[config.mk]
export PLATFORM = sky130hd
export DESIGN_NAME = canvas_stroke_writer
export DESIGN_NICKNAME = d
export VERILOG_FILES = /design/src/rtl/canvas_stroke_writer.sv
export SDC_FILE = /design/constraint.sdc
export NUM_CORES = 1
export LEC_CHECK = 0
export ABC_AREA = 1
export CAP_MARGIN = 30
export CORE_MARGIN = 5
export CORE_UTILIZATION = 35
export CTS_CLUSTER_DIAMETER = 50
export DETAILED_ROUTE_END_ITERATION = 8
export HOLD_SLACK_MARGIN = 0.03
export PLACE_DENSITY = 0.48
export RECOVER_POWER = 50
export SYNTH_ARGS = -nofsm -noshare
export SYNTH_HDL_FRONTEND = slang
export SYNTH_SLANG_ARGS = --single-unit
[constraint.sdc]
create_clock -name clk -period 5.9 [get_ports clk]
set_clock_uncertainty 0.05 [all_clocks]
set_input_delay 0.59 -clock clk [delete_from_list [all_inputs] [get_ports clk]]
set_output_delay 0.59 -clock clk [all_outputs]
set_load 0.01 [all_outputs]
[src/rtl/canvas_stroke_writer.sv]
// Writer port of the handwriting canvas RAM: stamps a square brush at the mouse
// cursor (ink or erase) and sweeps the whole canvas to blank on request.
module canvas_stroke_writer #(
  parameter int CANVAS_X0 = 200,
  parameter int CANVAS_Y0 = 100,
  parameter int CANVAS_W  = 280,
  parameter int CANVAS_H  = 280,
  parameter int BRUSH     = 2,
  parameter int ADDR_W    = 17
) (
  input  logic              clk,
  input  logic              rst,
  input  logic [9:0]        MOUSE_X,
  input  logic [9:0]        MOUSE_Y,
  input  logic              MOUSE_LEFT,
  input  logic              MOUSE_RIGHT,
  input  logic              clear_req,
  output logic              mem_we,
  output logic [ADDR_W-1:0] mem_addr,
  output logic              mem_din,
  output logic              busy,
  output logic              clear_done
);

  localparam int SW = ADDR_W + 3;
  localparam logic [10:0] X0_U = 11'(CANVAS_X0);
  localparam logic [10:0] X1_U = 11'(CANVAS_X0 + CANVAS_W);
  localparam logic [10:0] Y0_U = 11'(CANVAS_Y0);
  localparam logic [10:0] Y1_U = 11'(CANVAS_Y0 + CANVAS_H);
  localparam logic signed [10:0] B_S  = 11'(BRUSH);
  localparam logic signed [10:0] NB_S = 11'sd0 - B_S;
  localparam logic signed [10:0] W_S  = 11'(CANVAS_W);
  localparam logic signed [10:0] H_S  = 11'(CANVAS_H);
  localparam logic signed [SW-1:0] W_ROW = SW'(CANVAS_W);
  localparam logic [SW-1:0] CW = SW'(CANVAS_W);
  localparam logic [ADDR_W-1:0] CLEAR_LAST = ADDR_W'(CANVAS_W * CANVAS_H - 1);

  typedef enum logic [1:0] {IDLE = 2'd0, PAINT = 2'd1, CLEAR = 2'd2} state_t;

  // Constant-coefficient shift-add; only the brush's first row base needs it,
  // later rows step by CANVAS_W.
  function automatic logic signed [SW-1:0] times_w(input logic signed [10:0] v);
    logic signed [SW-1:0] acc;
    logic signed [SW-1:0] ext;
    acc = '0;
    ext = {{(SW-11){v[10]}}, v};
    for (int i = 0; i < SW; i++) begin
      if (CW[i]) acc = acc + (ext <<< i);
      else       acc = acc;
    end
    return acc;
  endfunction

  state_t               state_r;
  logic                 mem_we_r, mem_din_r, busy_r, clear_done_r;
  logic [ADDR_W-1:0]    mem_addr_r;
  logic signed [10:0]   cx_r, cy_r, dx_r, dy_r;
  logic signed [SW-1:0] row_base_r;
  logic                 ink_r;
  logic [9:0]           last_x_r, last_y_r;
  logic                 last_valid_r;

  logic [10:0]          mx_s, my_s;
  logic                 inside_s, paint_go_s, last_off_s, tvalid_s;
  logic signed [10:0]   scx_s, scy_s, ndx_s, ndy_s, tcol_s, trow_s;
  logic signed [SW-1:0] nrow_s, tbase_s, taddr_s;

  // Cursor qualification and start of a new brush stamp.
  always_comb begin
    mx_s = {1'b0, MOUSE_X};
    my_s = {1'b0, MOUSE_Y};
    inside_s = (mx_s >= X0_U) && (mx_s < X1_U) && (my_s >= Y0_U) && (my_s < Y1_U);
    scx_s = $signed(mx_s - X0_U);
    scy_s = $signed(my_s - Y0_U);
    paint_go_s = inside_s && (MOUSE_LEFT ^ MOUSE_RIGHT) &&
                 (!last_valid_r || (MOUSE_X != last_x_r) || (MOUSE_Y != last_y_r));
  end

  // Next brush offset and its clipped canvas target.
  always_comb begin
    last_off_s = (dx_r == B_S) && (dy_r == B_S);
    if (dx_r == B_S) begin
      ndx_s  = NB_S;
      ndy_s  = dy_r + 11'sd1;
      nrow_s = row_base_r + W_ROW;
    end else begin
      ndx_s  = dx_r + 11'sd1;
      ndy_s  = dy_r;
      nrow_s = row_base_r;
    end
    if (state_r == IDLE) begin
      tcol_s  = scx_s + NB_S;
      trow_s  = scy_s + NB_S;
      tbase_s = times_w(scy_s + NB_S);
    end else begin
      tcol_s  = cx_r + ndx_s;
      trow_s  = cy_r + ndy_s;
      tbase_s = nrow_s;
    end
    tvalid_s = (tcol_s >= 11'sd0) && (tcol_s < W_S) && (trow_s >= 11'sd0) && (trow_s < H_S);
    taddr_s  = tbase_s + {{(SW-11){tcol_s[10]}}, tcol_s};
  end

  // Stroke/clear FSM with registered RAM-port outputs.
  always_ff @(posedge clk or posedge rst) begin
    if (rst) begin
      state_r      <= IDLE;
      mem_we_r     <= 1'b0;
      mem_addr_r   <= '0;
      mem_din_r    <= 1'b0;
      busy_r       <= 1'b0;
      clear_done_r <= 1'b0;
      cx_r         <= 11'sd0;
      cy_r         <= 11'sd0;
      dx_r         <= 11'sd0;
      dy_r         <= 11'sd0;
      row_base_r   <= '0;
      ink_r        <= 1'b0;
      last_x_r     <= 10'd0;
      last_y_r     <= 10'd0;
      last_valid_r <= 1'b0;
    end else begin
      case (state_r)
        IDLE: begin
          clear_done_r <= 1'b0;
          mem_we_r     <= 1'b0;
          if (clear_req) begin
            state_r    <= CLEAR;
            busy_r     <= 1'b1;
            mem_we_r   <= 1'b1;
            mem_addr_r <= '0;
            mem_din_r  <= 1'b0;
          end else if (paint_go_s) begin
            // Offset 0 goes out on the same edge that leaves IDLE.
            state_r      <= PAINT;
            busy_r       <= 1'b1;
            cx_r         <= scx_s;
            cy_r         <= scy_s;
            ink_r        <= MOUSE_LEFT;
            last_x_r     <= MOUSE_X;
            last_y_r     <= MOUSE_Y;
            last_valid_r <= 1'b1;
            dx_r         <= NB_S;
            dy_r         <= NB_S;
            row_base_r   <= tbase_s;
            mem_we_r     <= tvalid_s;
            mem_din_r    <= MOUSE_LEFT;
            if (tvalid_s) mem_addr_r <= ADDR_W'(taddr_s);
          end else if (!MOUSE_LEFT && !MOUSE_RIGHT) begin
            last_valid_r <= 1'b0;
          end
        end
        PAINT: begin
          if (clear_req) begin
            state_r    <= CLEAR;
            mem_we_r   <= 1'b1;
            mem_addr_r <= '0;
            mem_din_r  <= 1'b0;
          end else if (last_off_s) begin
            state_r  <= IDLE;
            busy_r   <= 1'b0;
            mem_we_r <= 1'b0;
          end else begin
            dx_r       <= ndx_s;
            dy_r       <= ndy_s;
            row_base_r <= nrow_s;
            mem_we_r   <= tvalid_s;
            mem_din_r  <= ink_r;
            if (tvalid_s) mem_addr_r <= ADDR_W'(taddr_s);
          end
        end
        CLEAR: begin
          if (mem_addr_r == CLEAR_LAST) begin
            state_r      <= IDLE;
            busy_r       <= 1'b0;
            mem_we_r     <= 1'b0;
            clear_done_r <= 1'b1;
            last_valid_r <= 1'b0;
          end else begin
            mem_addr_r <= mem_addr_r + ADDR_W'(1);
          end
        end
        default: begin
          state_r      <= IDLE;
          busy_r       <= 1'b0;
          mem_we_r     <= 1'b0;
          clear_done_r <= 1'b0;
        end
      endcase
    end
  end

  assign mem_we     = mem_we_r;
  assign mem_addr   = mem_addr_r;
  assign mem_din    = mem_din_r;
  assign busy       = busy_r;
  assign clear_done = clear_done_r;

endmodule

==> impl_metrics.ini <==
[logic_synthesis]
async_flop_share_pct = 100
ys_ff_latch = 101
ys_warn_count = 0
synthFlopType = dfrtp_1
syn_nets = 1425
netlist_instances = 1325
syn_avg_cell_area_sq_um = 6.80
yosysUniqueCellTypes = 53
ys_seq_area_share_pct = 28.0
synth-edff-count = 0
synth_area_sq_mm = 0.00901

[min_path]
hp-class = flip-flop to flip-flop

[timing]
max_freq_mhz = 191
rsz0062_at_grt = false
worst_pin_slew_ps = 3000
timing.final.crit_share_pct = 88.9
maxSlewHeadroom_pct = -101
whs_ps = 421
finalSetupTns_ps = 0
setup_violations = 0
drv_slew = 62
hold_viol = 0
min_period_ps = 5250

[critical_path]
cp.required_ps = 6110
cp_max_fo = 4
crit_top_cell = nand2_1
crit_arrival_ps = 5460
critPathMaxStageDelay_ps = 470
worstSetupPathType = primary input to flip-flop
critical_path.slowest_cell = clkdlybuf4s50_1
startpoint_type = primary input
endpoint_kind = flip-flop

[layout]
stdcell_count = 1710
final_area_sq_mm = 0.0102
nets = 1476
syn_to_final_growth_pct = 13.2
drive_above_1_share_pct = 6.23
final_util_pct = 40.4
n_antenna_cell = 0

[clock_network]
cts_tree = built
cts_buffers = 9
h-tree-depth = 3
clk_pin_slew_ps = 80
root_buffer = clkbuf_16
ctsResizeCount = 0
post_cts_buffers = 0
postCtsHoldBufs = 0
cts_sinks = 101
clk_latency_ps = 360
cts_max_path_buffers = 2

[routing]
drt_iter0_markers = 471
vias_per_cell = 4.99
routed_wl_um = 27300
ant_nets = 0
post_drt_wl_per_cell_um = 16.0
drc = 0
vias = 8530
firstDrtPassIters = 5

[pwr]
cellPowerDensity_mw_per_mm2 = 532
p_leak_nw = 5.14
max-vdd-ir-drop_mv = 0.483

[global_route]
grt_max_degree = 62
grt_pass1_vias = 8443
grt_first_pass_wirelength_um = 45100
antenna_found_initial = 0
grt-ovfl-total = 0
grt_usage_pct = 19.4

[run_status]
status = finished with violations
failed_checks = capacitance limit, slew limit

[floorplan]
num_rows = 58
die-area_sq_mm = 0.0291
die_height_um = 170
ios = 46
core_area_sq_mm = 0.0253
start_util_pct = 35.7
chipWidth_um = 170

[placement]
dp.cells = 1695
routabilityCongestion = 0.850
dp_hpwl_um = 21600
portBuffers = 45
placed_cell_area_sq_mm = 0.00990

[flow_run]
max_cap_viol_count = 1
==> worst paths after layout <==
kind / start / end / slack (ps) / cells after the start
worst max-delay path: MOUSE_Y[3] / mem_addr[16]$_DFFE_PP0P_ / 650 / 33
worst min-delay path: row_base_r[0]$_DFFE_PP0P_ / row_base_r[0]$_DFFE_PP0P_ / 420 / 2
worst max register to register: dx_r[0]$_DFFE_PP0P_ / mem_addr[11]$_DFFE_PP0P_ / 890 / 27
worst min register to register: row_base_r[0]$_DFFE_PP0P_ / row_base_r[0]$_DFFE_PP0P_ / 420 / 2
max in group asynchronous: rst / row_base_r[14]$_DFFE_PP0P_ / 2200 / 3
min in group asynchronous: rst / dx_r[4]$_DFFE_PP0P_ / 1470 / 2
==> cells in the mapped netlist, types with 10 or more instances <==
master    count  area (sq um)
clkbuf_1     15          56.3
nand2_2      15          93.8
o21ai_0     112           561
o22ai_1      13          81.3
a31oi_1      10          62.6
nor3_1       23           115
nand4_1      26           163
dfrtp_1     101          2530
nand3_1      89           445
ha_1         71           888
xor2_1       41           359
inv_1       196           736
a22oi_1      10          75.1
a21oi_1      68           340
xnor2_1      14           123
nor2_1       99           372
nand2_1     336          1260
==> area by class of cell <==
type | instances | area, sq um
fill | 2755 | 15100
timing repair buffer | 66 | 612
clock buffer | 9 | 225
clock inverter | 6 | 50.0
tap | 330 | 413
sequential | 101 | 2530
inverter | 204 | 769
multi-input combinational | 994 | 5600
==> cell usage in the layout, fill, tap and decap left out, drive strengths merged, types with 4 or more instances in the layout <==
master,n
nand2,353
inv,200
o21ai,119
nor2,102
dfrtp,101
nand3,90
ha,71
a21oi,68
xor2,42
nand4,27
nor3,24
clkdlybuf4s50,22
dlygate4sd3,22
buf,20
xnor2,15
o22ai,13
a31oi,10
a22oi,10
clkbuf,10
clkinv,7
or2,6
o21bai,5
nand3b,4
o2111ai,4
nor4,4
a21o,4
o31ai,4
fa,4
==> sequential cells by signal, summed over array words and instances (netlist names) <==
name	flops
clear_done	1
mem_addr	17
row_base_r	17
last_y_r	8
ink_r	1
busy	1
cx_r	11
cy_r	11
last_x_r	7
mem_din	1
dx_r	11
last_valid_r	1
dy_r	11
mem_we	1
state_r	2
==> critical path, delay by kind of cell <==
kind | cells | cell delay [ps]
and+or+nand+nor | 15 | 1420
adders and majority gates | 4 | 1270
buffers and inverters | 5 | 820
AOI/OAI and AO/OA | 6 | 740
xor gates and xnor gates | 3 | 600
==> kinds of logic after synthesis <==
| family | synth area share, % |
|---|---|
| buf+inv | 10.2 |
| simple gates | 29.3 |
| mux | 0.111 |
| flops | 28.0 |
| fa+ha+maj | 10.7 |
| xor+xnor | 5.83 |
| compound gates | 15.8 |
==> per-stage QoR <==
step	worst slack, ps	power [mW]
5_1_grt	53.1	6.08
2_1_floorplan	1230	3.85
3_3_place_gp	237	4.86
6_report	652	5.43
4_1_cts	456	5.49
3_5_place_dp	93.0	4.85
==> metal layers <==
layer	GRT usage, %	part of all wire [%]	vias up
met3	2.42	2.7	21
met5	0	0	-
met1	27.4	50	3964
met2	32.3	46	93
met4	3.68	1.2	0
li1	-	-	4452
==> power by group <==
part / total, mW / internal (mW) / switching [mW] / leakage (nW)
logic: 3.77 / 1.36 / 2.41 / 3.78
clock network: 0.602 / 0.289 / 0.313 / 0.128
registers: 1.06 / 0.878 / 0.178 / 1.23
(Power assumes the default switching activity.)
